==> config.mk <==
export PLATFORM = sky130hd
export DESIGN_NAME = spi_master_param
export DESIGN_NICKNAME = d
export VERILOG_FILES = /design/src/rtl/spi_pkg.sv /design/src/rtl/spi_clk_gen.sv /design/src/rtl/spi_master_param.sv
export SDC_FILE = /design/constraint.sdc
export NUM_CORES = 1
export LEC_CHECK = 0
export ABC_AREA = 1
export CAP_MARGIN = 25
export CORE_UTILIZATION = 54
export CTS_CLUSTER_SIZE = 40
export DETAILED_ROUTE_END_ITERATION = 16
export GPL_TIMING_DRIVEN = 0
export PLACE_DENSITY = 0.77
export SKIP_CTS_REPAIR_TIMING = 1
export SLEW_MARGIN = 40
export SYNTH_ARGS = -nofsm -noshare
export SYNTH_HDL_FRONTEND = slang
export SYNTH_HIERARCHICAL = 1
export SYNTH_SLANG_ARGS = --single-unit
==> constraint.sdc <==
create_clock -name clk_i -period 2.6 [get_ports clk_i]
set_clock_uncertainty 0.05 [all_clocks]
set_input_delay 0.52 -clock clk_i [delete_from_list [all_inputs] [get_ports clk_i]]
set_output_delay 0.52 -clock clk_i [all_outputs]
set_load 0.02 [all_outputs]
==> src/rtl/spi_pkg.sv <==
// Shared types and sizing helpers for the parametrised SPI master.
package spi_pkg;

   typedef enum logic [1:0] {
      IDLE  = 2'd0,
      SETUP = 2'd1,
      SHIFT = 2'd2,
      HOLD  = 2'd3
   } state_e;

   typedef struct packed {
      logic ckp;
      logic cph;
   } mode_t;

   localparam int DEF_WIDTH      = 16;
   localparam int DEF_EDGE_CNT_W = $clog2(2 * DEF_WIDTH);

   function automatic int edge_cnt_w(input int width);
      return $clog2(2 * width);
   endfunction

   // One code point beyond the last slave must be expressible so it can be rejected.
   function automatic int cs_sel_w(input int num_cs);
      return $clog2(num_cs + 1);
   endfunction

endpackage

==> src/rtl/spi_clk_gen.sv <==
// SCK timebase: DIV prescaler, SCK edge counter and leading/trailing strobes.
module spi_clk_gen
   import spi_pkg::*;
#(
   parameter int WIDTH = 16,
   parameter int DIV   = 2
) (
   input  logic clk_i,
   input  logic rst_i,
   input  logic run_i,
   input  logic shift_i,
   input  logic idle_lvl_i,
   output logic tick_o,
   output logic lead_stb_o,
   output logic trail_stb_o,
   output logic last_o,
   output logic sck_o
);

   localparam int EW  = edge_cnt_w(WIDTH);
   localparam int DCW = (DIV > 1) ? $clog2(DIV) : 1;

   logic [DCW-1:0] cnt_q, cnt_d;
   logic [EW-1:0]  edge_q, edge_d;
   logic           sck_q, sck_d;
   logic           tick_s;

   assign tick_s = run_i && (cnt_q == DCW'(DIV - 1));

   // Prescaler wraps every DIV cycles; SCK is parked at the idle level outside SHIFT.
   always_comb begin
      cnt_d  = cnt_q;
      edge_d = edge_q;
      sck_d  = sck_q;
      if (!run_i || tick_s) begin
         cnt_d = '0;
      end else begin
         cnt_d = cnt_q + DCW'(1);
      end
      if (!shift_i) begin
         edge_d = '0;
         sck_d  = idle_lvl_i;
      end else if (tick_s) begin
         edge_d = edge_q + EW'(1);
         sck_d  = ~sck_q;
      end else begin
         edge_d = edge_q;
      end
   end

   // Timebase state registers.
   always_ff @(posedge clk_i or posedge rst_i) begin
      if (rst_i) begin
         cnt_q  <= '0;
         edge_q <= '0;
         sck_q  <= 1'b0;
      end else begin
         cnt_q  <= cnt_d;
         edge_q <= edge_d;
         sck_q  <= sck_d;
      end
   end

   assign tick_o      = tick_s;
   assign lead_stb_o  = shift_i && tick_s && !edge_q[0];
   assign trail_stb_o = shift_i && tick_s && edge_q[0];
   assign last_o      = (edge_q == EW'(2 * WIDTH - 1));
   assign sck_o       = sck_q;

endmodule

==> src/rtl/spi_master_param.sv <==
// Parametrised SPI master with START/DONE handshake and all four CKP/CPH modes.
// Optional internal MOSI->sample loopback port when SPI_LOOPBACK_EN is defined.
module spi_master_param
   import spi_pkg::*;
#(
   parameter int WIDTH  = 16,
   parameter int NUM_CS = 4,
   parameter int DIV    = 2
) (
   input  logic                          clk_i,
   input  logic                          rst_i,
   input  logic                          enb_i,
   input  logic                          ckp_i,
   input  logic                          cph_i,
   input  logic                          start_i,
   input  logic [cs_sel_w(NUM_CS)-1:0]   cs_sel_i,
   input  logic [WIDTH-1:0]              tx_data_i,
   output logic [WIDTH-1:0]              rx_data_o,
   output logic                          busy_o,
   output logic                          done_o,
   output logic                          sck_o,
   output logic [NUM_CS-1:0]             cs_o,
   output logic                          mosi_o,
   input  logic                          miso_i
`ifdef SPI_LOOPBACK_EN
   ,
   input  logic                          loop_i
`endif
);

   localparam int CSW = cs_sel_w(NUM_CS);

   state_e             state_q, state_d;
   mode_t              mode_q, mode_d;
   logic               busy_q, busy_d;
   logic               done_q, done_d;
   logic [NUM_CS-1:0]  cs_q, cs_d;
   logic               mosi_q, mosi_d;
   logic [WIDTH-1:0]   rx_data_q, rx_data_d;
   logic [WIDTH-1:0]   tx_sh_q, tx_sh_d;
   logic [WIDTH-1:0]   rx_sh_q, rx_sh_d;

   logic tick_s, lead_stb_s, trail_stb_s, last_s, sck_raw_s, sample_s;

   spi_clk_gen #(
      .WIDTH (WIDTH),
      .DIV   (DIV)
   ) u_clk_gen (
      .clk_i       (clk_i),
      .rst_i       (rst_i),
      .run_i       (state_q != IDLE),
      .shift_i     (state_q == SHIFT),
      .idle_lvl_i  (mode_q.ckp),
      .tick_o      (tick_s),
      .lead_stb_o  (lead_stb_s),
      .trail_stb_o (trail_stb_s),
      .last_o      (last_s),
      .sck_o       (sck_raw_s)
   );

`ifdef SPI_LOOPBACK_EN
   assign sample_s = loop_i ? mosi_q : miso_i;
`else
   assign sample_s = miso_i;
`endif

   // Next-state and datapath decode; an ENB drop overrides every other transition.
   always_comb begin
      state_d   = state_q;
      mode_d    = mode_q;
      busy_d    = busy_q;
      done_d    = 1'b0;
      cs_d      = cs_q;
      mosi_d    = mosi_q;
      rx_data_d = rx_data_q;
      tx_sh_d   = tx_sh_q;
      rx_sh_d   = rx_sh_q;
      if ((state_q != IDLE) && !enb_i) begin
         state_d = IDLE;
         busy_d  = 1'b0;
         cs_d    = '1;
      end else begin
         case (state_q)
            IDLE: begin
               if (start_i && enb_i && (cs_sel_i < CSW'(NUM_CS))) begin
                  state_d = SETUP;
                  mode_d  = '{ckp: ckp_i, cph: cph_i};
                  busy_d  = 1'b1;
                  cs_d    = ~(NUM_CS'(1) << cs_sel_i);
                  mosi_d  = tx_data_i[WIDTH-1];
                  tx_sh_d = tx_data_i;
                  rx_sh_d = '0;
               end else begin
                  state_d = IDLE;
               end
            end
            SETUP: begin
               if (tick_s) begin
                  state_d = SHIFT;
               end else begin
                  state_d = SETUP;
               end
            end
            SHIFT: begin
               if (lead_stb_s) begin
                  if (!mode_q.cph) begin
                     rx_sh_d = {rx_sh_q[WIDTH-2:0], sample_s};
                  end else begin
                     mosi_d  = tx_sh_q[WIDTH-1];
                     tx_sh_d = {tx_sh_q[WIDTH-2:0], 1'b0};
                  end
               end else if (trail_stb_s) begin
                  if (!mode_q.cph) begin
                     mosi_d  = tx_sh_q[WIDTH-2];
                     tx_sh_d = {tx_sh_q[WIDTH-2:0], 1'b0};
                  end else begin
                     rx_sh_d = {rx_sh_q[WIDTH-2:0], sample_s};
                  end
                  if (last_s) begin
                     state_d = HOLD;
                  end else begin
                     state_d = SHIFT;
                  end
               end else begin
                  state_d = SHIFT;
               end
            end
            HOLD: begin
               if (tick_s) begin
                  state_d   = IDLE;
                  busy_d    = 1'b0;
                  cs_d      = '1;
                  done_d    = 1'b1;
                  rx_data_d = rx_sh_q;
               end else begin
                  state_d = HOLD;
               end
            end
            default: begin
               state_d = IDLE;
               busy_d  = 1'b0;
               cs_d    = '1;
            end
         endcase
      end
   end

   // Controller state and output registers.
   always_ff @(posedge clk_i or posedge rst_i) begin
      if (rst_i) begin
         state_q   <= IDLE;
         mode_q    <= '{ckp: 1'b0, cph: 1'b0};
         busy_q    <= 1'b0;
         done_q    <= 1'b0;
         cs_q      <= '1;
         mosi_q    <= 1'b0;
         rx_data_q <= '0;
         tx_sh_q   <= '0;
         rx_sh_q   <= '0;
      end else begin
         state_q   <= state_d;
         mode_q    <= mode_d;
         busy_q    <= busy_d;
         done_q    <= done_d;
         cs_q      <= cs_d;
         mosi_q    <= mosi_d;
         rx_data_q <= rx_data_d;
         tx_sh_q   <= tx_sh_d;
         rx_sh_q   <= rx_sh_d;
      end
   end

   // Idle SCK follows the live CKP pin; during a transfer it follows the latched mode.
   assign sck_o     = (state_q == SHIFT) ? sck_raw_s :
                      (state_q == IDLE)  ? ckp_i     : mode_q.ckp;
   assign busy_o    = busy_q;
   assign done_o    = done_q;
   assign cs_o      = cs_q;
   assign mosi_o    = mosi_q;
   assign rx_data_o = rx_data_q;

endmodule
==> results of run 1 <==
==> area by class of cell <==
| class | instances | area (sq um) | share of cell area, % |
|---|---|---|---|
| Sequential cell | 66 | 1660 | 41.0 |
| Multi-Input combinational cell | 285 | 1360 | 33.5 |
| Clock inverter | 5 | 31.3 | 0.773 |
| Clock buffer | 11 | 131 | 3.25 |
| Timing Repair Buffer | 50 | 513 | 12.7 |
| Inverter | 39 | 153 | 3.77 |
| Buffer | 18 | 115 | 2.84 |
| Tap cell | 72 | 90.1 | 2.23 |
==> final timing paths <==
check,from,endpoint,slack (ns)
setup / recovery,state_q[0],tx_sh_q[8],0.20
hold / removal,cs_o[3],cs_o[3],0.41
setup reg to reg,state_q[0],tx_sh_q[8],0.20
hold reg to reg,cs_o[3],cs_o[3],0.41
max in group asynchronous,rst_i,cs_o[2],1.50
min in group asynchronous,rst_i,u_clk_gen/cnt_q,0.45
==> state kept, by name (all words and copies together), names as in the netlist <==
name              cells
u_clk_gen/sck_o       1
mosi_o                1
done_o                1
busy_o                1
u_clk_gen/edge_q      5
u_clk_gen/cnt_q       1
state_q               2
cs_o                  4
tx_sh_q              16
rx_data_o            16
rx_sh_q              16
mode_q                2
==> power by group through the flow <==
stage / Clock, mW / Sequential (mW) / Combinational [mW]
2_1_floorplan: 0 / 1.45 / 1.02
3_3_place_gp: 0 / 1.40 / 1.45
3_5_place_dp: 0 / 1.41 / 1.50
4_1_cts: 0.747 / 1.39 / 1.50
5_1_grt: 0.787 / 1.42 / 1.70
6_report: 0.727 / 1.40 / 1.53
==> cell families (layout without fill, tap and decap cells) <==
logic type / Yosys count / after routing
AO/OA/AOI/OAI: 28 / 28
adder cells (fa/ha/maj): 2 / 2
flip-flops: 66 / 66
AND/OR/NAND/NOR: 255 / 255
buffers and inverters: 57 / 123
==> worst max-delay path, stage by stage (launching register included) <==
cell and delay (ns):
dfrtp_2 0.46, inv_2 0.08, nand2_4 0.11, inv_4 0.15
buf_6 0.18, inv_2 0.07, nor2_4 0.14, nand2_2 0.08
inv_1 0.12, inv_1 0.08, nand2_1 0.10, nand2_1 0.09
nand2_4 0.13, nand3_4 0.14, buf_6 0.17, nand2_1 0.07
nand2_1 0.06
==> routing by layer <==
| layer | up-vias | track usage [%] | share of wire [%] |
|---|---|---|---|
| li1 | 1431 | - | - |
| met5 | - | 0 | 0 |
| met4 | 0 | 7.64 | 1.2 |
| met2 | 85 | 39.6 | 47 |
| met3 | 7 | 5.83 | 4.5 |
| met1 | 1358 | 32.8 | 47 |
==> synth_stat cells (all sizes together) <==
library cell | instances | area share [%]
nand2 | 171 | 21
dfrtp | 62 | 48
inv | 38 | 4.4
nand4 | 34 | 6.5
nor2 | 29 | 4.5
o21ai | 21 | 3.3
buf | 17 | 3.0
nand3 | 15 | 3.4
nor3 | 6 | 0.92
a21oi | 4 | 0.61
dfstp | 4 | 3.2
o211ai | 3 | 0.84
ha | 2 | 0.77
clkbuf | 1 | 0.15
clkinv | 1 | 0.15
==> per-stage QoR <==
step,instance area (sq um),hold slack (ns),cells
floorplan,3260,0.273,408
global placement,3840,0.402,529
detailed placement,3860,0.404,530
CTS,4020,0.415,546
global route,4050,0.443,546
finish,4050,0.414,546
==> qor.yml, run 1 <==
status: "finished clean"
totalWireLength_um: 6990
pre_cts_slack_ns: -0.194
maxCapViolCount: 0
ant_nets: 0
clock-root-buffer: "clkbuf_8"
ys_seq_elements: 66
power.net_switching_mw: 1.51
required_ns: 2.78
worstSkewPairLatency_ns: 0.34
clkTransAtPathRegs_ns: 0.07
io_buffers: 49
clock-sinks: 66
syn_nets: 436
numCtsBuffers: 9
grt_setup_unrepaired: "no"
finalSetupViolCount: 0
cts_tree: "done"
clkPwrFrac_pct: 19.9
via_count: 2881
relSlewSlack_pct: 63.8
syn_area_sq_um: 3260
cp.arrival_ns: 2.59
p_per_area_nw_per_um2: 904
vias_per_cell: 5.28
ir_worst_vdd_v: 0.000559
layout_commonest_cell: "nand2_1"
synthMuxAreaShare_pct: 0
wl_per_cell_um: 12.8
hp-class: "reg2reg"
num_rows: 27
drtIter0Drc: 251
grt_overflow: 0
final_util_pct: 71.3
hold_path_depth: 2
n_fill_cell: 441
num-nets-final: 497
ys_warn_count: 6
p_comb_share_pct: 41.9
grt_first_pass_wirelength_um: 11800
finalCritPeriodShare_pct: 92.5
grt_pass1_vias: 2633
slew_violations: 0
grt_use_total_pct: 24.6
tns_ns: 0
power.internal_mw: 2.15
synth-xor-area-share_pct: 0
min_period_ns: 2.40
h-tree-depth: 3
synth_top_family_by_area: "simple AND/OR/NAND/NOR gates"
dr.pass1.iters: 5
synthSimpleGateAreaFrac_pct: 35.8
seqPwrFrac_pct: 38.2
fin_ws_ns: 0.196
cp-start-kind: "flip-flop"
critPathMaxFanout: 15
place_hpwl_um: 5040
chipHeight_um: 79.7
gp_congestion: 0.772
criticalPathCategory: "reg2reg"
grt_max_degree: 42
hold_viol: 0
power_switching_share_pct: 41.3
finalPower_mw: 3.66
io-pin-count: 50
worst-slew-pin-transition_ns: 0.543
drc: 0
avgSynthCellArea_sq_um: 7.98
leakage_nw: 1.99
antenna_cells: 0
die_w_um: 79.7
endpoint_kind: "flip-flop"
antenna_found_initial: 0
final_cell_mix: "nand2_1 (165), dfrtp_1 (61), clkdlybuf4s50_1 (48), inv_1 (34), nand4_1 (34)"
design.core.area_sq_um: 5680
synthCells: 408
synth-compound-area-share_pct: 4.80
die_area_sq_um: 6350
rr_worst_depth: 16
cts_buffer_depth: 2
yosys.area_share.adder_pct: 0.768
floorplan.initialDensity_pct: 57.4
drive_gt1_share_pct: 12.4
max_freq_mhz: 416
synth_seq_area_share_pct: 50.9
yosysUniqueCellTypes: 28
area.growth.synth_to_final_pct: 24.3
Power figures use the tool's default switching activity.
==> run 2, diff against run 1 <==
SYNTH_HIERARCHICAL = not set   (was 1)
==> run 2 against run 1 <==
  * Final area hardly changed
  * Hold slack gained 0.0010 ns
  * Clock-buffer cell count down 2
  * Utilization up 0.49 points
  * Flip-flop and latch count stayed put
  * Synthesized cell count shrank 3.7%
  * Power down 3.6%
  * Largest power group is now sequential cells
  * Highest routed layer unchanged
==> qor.yml, run 2 <==
yosysUniqueCellTypes: 29  # +3.6%
synth.top_cells.by_count: "nand2_1 (179), dfrtp_1 (62), o21ai_0 (41), inv_1 (18), nand3b_1 (16)"
synth-main-ff-cell: "dfrtp_1"
seq_area_sq_um: 1660  # about the same
synthCells: 393  # -3.7%
grt_overflow: 0  # unchanged
drtIter0Drc: 165  # -34%
max_freq_mhz: 453  # +8.8%
n_fill_cell: 447  # +1.4%
synth-edff-count: 0  # unchanged
die_w_um: 79.3  # -0.51%
postPlaceCellArea_sq_um: 3830  # -0.88%
status: "finished clean"
cts_buffer_depth: 2  # unchanged
cp-start-kind: "flip-flop"
endpoint_kind: "output port"
worst-slew-pin-transition_ns: 0.457  # -0.0862 ns
grt_first_pass_wirelength_um: 12000  # +2.1%
ir_worst_vdd_v: 0.000538  # -3.7%
seqPwrFrac_pct: 39.0  # +0.8 points
maxCapViolCount: 0  # unchanged
design.core.area_sq_um: 5640  # -0.60%
via_count: 2730  # -5.2%
numCtsBuffers: 9  # unchanged
synth_top_cell_by_area: "dfrtp_1"
ys_warn_count: 0  # -6
r2r_start: "state_q[0]"
critPathMaxFanout: 15  # unchanged
relSlewSlack_pct: 69.5  # +5.7 points
place_hpwl_um: 4670  # -7.3%
power.net_switching_mw: 1.33  # -12%
syn_nets: 421  # -3.4%
required_ns: 2.03  # -0.75 ns
worstReg2RegEnd: "rx_sh_q[1]"
criticalPathCategory: "reg2out"
gp_congestion: 0.797  # +3.2%
fin_ws_ns: 0.390  # +0.195 ns
hold_start: "cs_o[3]"
worstSkewPairLatency_ns: 0.33  # about the same
area.growth.synth_to_final_pct: 25.7
rrSetupSlack_ns: 0.77  # +0.57 ns
yosysMostFrequentCell: "nand2_1"
antenna_found_initial: 0  # unchanged
ant_nets: 0  # unchanged
chipHeight_um: 79.3  # -0.51%
dp_cells: 515  # -2.8%
avgSynthCellArea_sq_um: 8.20  # +2.7%
finalCritPeriodShare_pct: 85.0  # -7.5 points
multi_input_area_sq_um: 1390  # +2.7%
grt_use_total_pct: 24.6  # about the same
totalWireLength_um: 6610  # -5.5%
drive_gt1_share_pct: 11.8  # -0.66 points
io_buffers: 49  # unchanged
drc: 0  # unchanged
hold_path_depth: 2  # unchanged
final_area_sq_um: 4050  # about the same
synthTopCellsByArea: "dfrtp_1 (48%), nand2_1 (21%), o21ai_0 (6.4%)"
synth_top_area_share_pct: 48.1  # +0.50 points
clock-sinks: 66  # unchanged
finalSetupViolCount: 0  # unchanged
clkTransAtPathRegs_ns: 0.07  # about the same
final_cell_mix: "nand2_1 (179), dfrtp_1 (62), clkdlybuf4s50_1 (48), o21ai_0 (41), inv_1 (17)"
num_rows: 27  # unchanged
grt_max_degree: 42  # unchanged
rr_worst_depth: 10  # -6
layout_commonest_cell: "nand2_1"
io-pin-count: 50  # unchanged
hp-class: "reg2reg"
ys_seq_elements: 66  # unchanged
power_switching_share_pct: 37.6  # -3.7 points
h-tree-depth: 3  # unchanged
synth_seq_area_share_pct: 51.4  # +0.53 points
clkPwrFrac_pct: 27.2  # +7.3 points
instances_no_fill: 530  # -2.9%
p_comb_share_pct: 33.8  # -8.1 points
min_period_ns: 2.21  # -0.195 ns
dr.pass1.iters: 4  # -1
vias_per_cell: 5.15  # -2.4%
die_area_sq_um: 6280  # -1.0%
cp.arrival_ns: 1.64  # -0.95 ns
grt_pass1_vias: 2723  # +3.4%
power.internal_mw: 2.20  # +2.4%
num-nets-final: 481  # -3.2%
leakage_nw: 2.04  # +2.2%
wl_per_cell_um: 12.5  # -2.6%
slew_violations: 0  # unchanged
p_per_area_nw_per_um2: 870  # -3.7%
floorplan.initialDensity_pct: 57.1  # -0.26 points
syn_area_sq_um: 3220  # -1.0%
pre_cts_slack_ns: 0.0955  # +0.290 ns
hold_viol: 0  # unchanged
grt_setup_unrepaired: "no"
antenna_cells: 0  # unchanged
clock-root-buffer: "clkbuf_8"
async_reset_ff_share_pct: 100  # unchanged
cts_tree: "done"
hold_end: "cs_o[3]"
-- run 2: changes by cell type after synthesis, moves of 4 or more --
cell | previous run | this run
o21ai_0 | 20 | 41
nand3_1 | 11 | 6
inv_1 | 35 | 18
nand2_2 | 2 | 6
nor2_1 | 24 | 12
nor3_1 | 6 | 2
buf_2 | 13 | 4
nand2_1 | 166 | 179
nor2_4 | 2 | 6
nand3b_1 | 0 | 16
clkbuf_1 | 0 | 5
nand4_1 | 34 | 0
-- run 2: routing by layer --
layer	vias up	wire length [um]	GRT usage, %
met5	-	0	0
met4	0	36	7.64
met3	2	276	5.40
met2	70	3130	40.2
met1	1286	3170	32.6
li1	1372	-	-
-- run 2: power by group through the flow --
stage / sequential (mW) / combinational (mW) / clock [mW]
floorplan: 1.39 / 0.849 / 0
global placement: 1.38 / 1.17 / 0
detailed placement: 1.39 / 1.20 / 0
CTS: 1.37 / 1.21 / 0.978
global route: 1.40 / 1.34 / 1.03
finish: 1.38 / 1.19 / 0.959
-- run 2: cells by family (layout without fill, tap and decap cells) --
| kind of cell | after synthesis | count (layout) | synth area share, % |
|---|---|---|---|
| AND/OR/NAND/NOR | 236 | 236 | 33.2 |
| AO/OA/AOI/OAI | 54 | 54 | 9.20 |
| buffers and inverters | 35 | 100 | 5.40 |
| flip-flops | 66 | 66 | 51.4 |
| adder cells (fa/ha/maj) | 2 | 2 | 0.776 |
-- run 2: stage by stage --
stage / total power [mW] / utilization, % / hold WS, ns / TNS [ns]
floorplan: 2.24 / - / 0.405 / 0
global placement: 2.56 / 67.4 / 0.402 / -46.07
detailed placement: 2.59 / 67.8 / 0.406 / 0
CTS: 3.56 / 71.8 / 0.418 / -0.276
global route: 3.77 / 71.8 / 0.461 / 0
finish: 3.53 / 71.8 / 0.415 / 0
-- run 2: cell type report --
cell class | instances | share of cell area [%]
plain buffers | 14 | 2.29
clock buffers | 9 | 3.06
clock inverters | 7 | 2.53
inverters | 20 | 1.98
multi-input cells | 292 | 34.4
flip-flops and latches | 66 | 40.9
well taps | 72 | 2.22
repair buffers | 50 | 12.7
-- run 2: worst max-delay path, stage by stage, from the launching register on --
cell and delay (ns):
dfrtp_1 0.50, inv_4 0.13, nand2_4 0.14, nor2_1 0.15, inv_1 0.07, o211ai_1 0.08
dlymetal6s2s_1 0.24
-- run 2: how the worst max path moves through the flow --
stage | slack [ns] | start | cells after the start | end
CTS | -0.28 | state_q[0] | 7 | sck_o
detailed placement | 0.1 | state_q[0] | 7 | sck_o
global placement | -0.74 | rst_i | 2 | rx_data_o[12]
finish | 0.39 | state_q[0] | 6 | sck_o
global route | 0.29 | state_q[0] | 6 | sck_o
floorplan | 0.38 | rst_i | 1 | busy_o
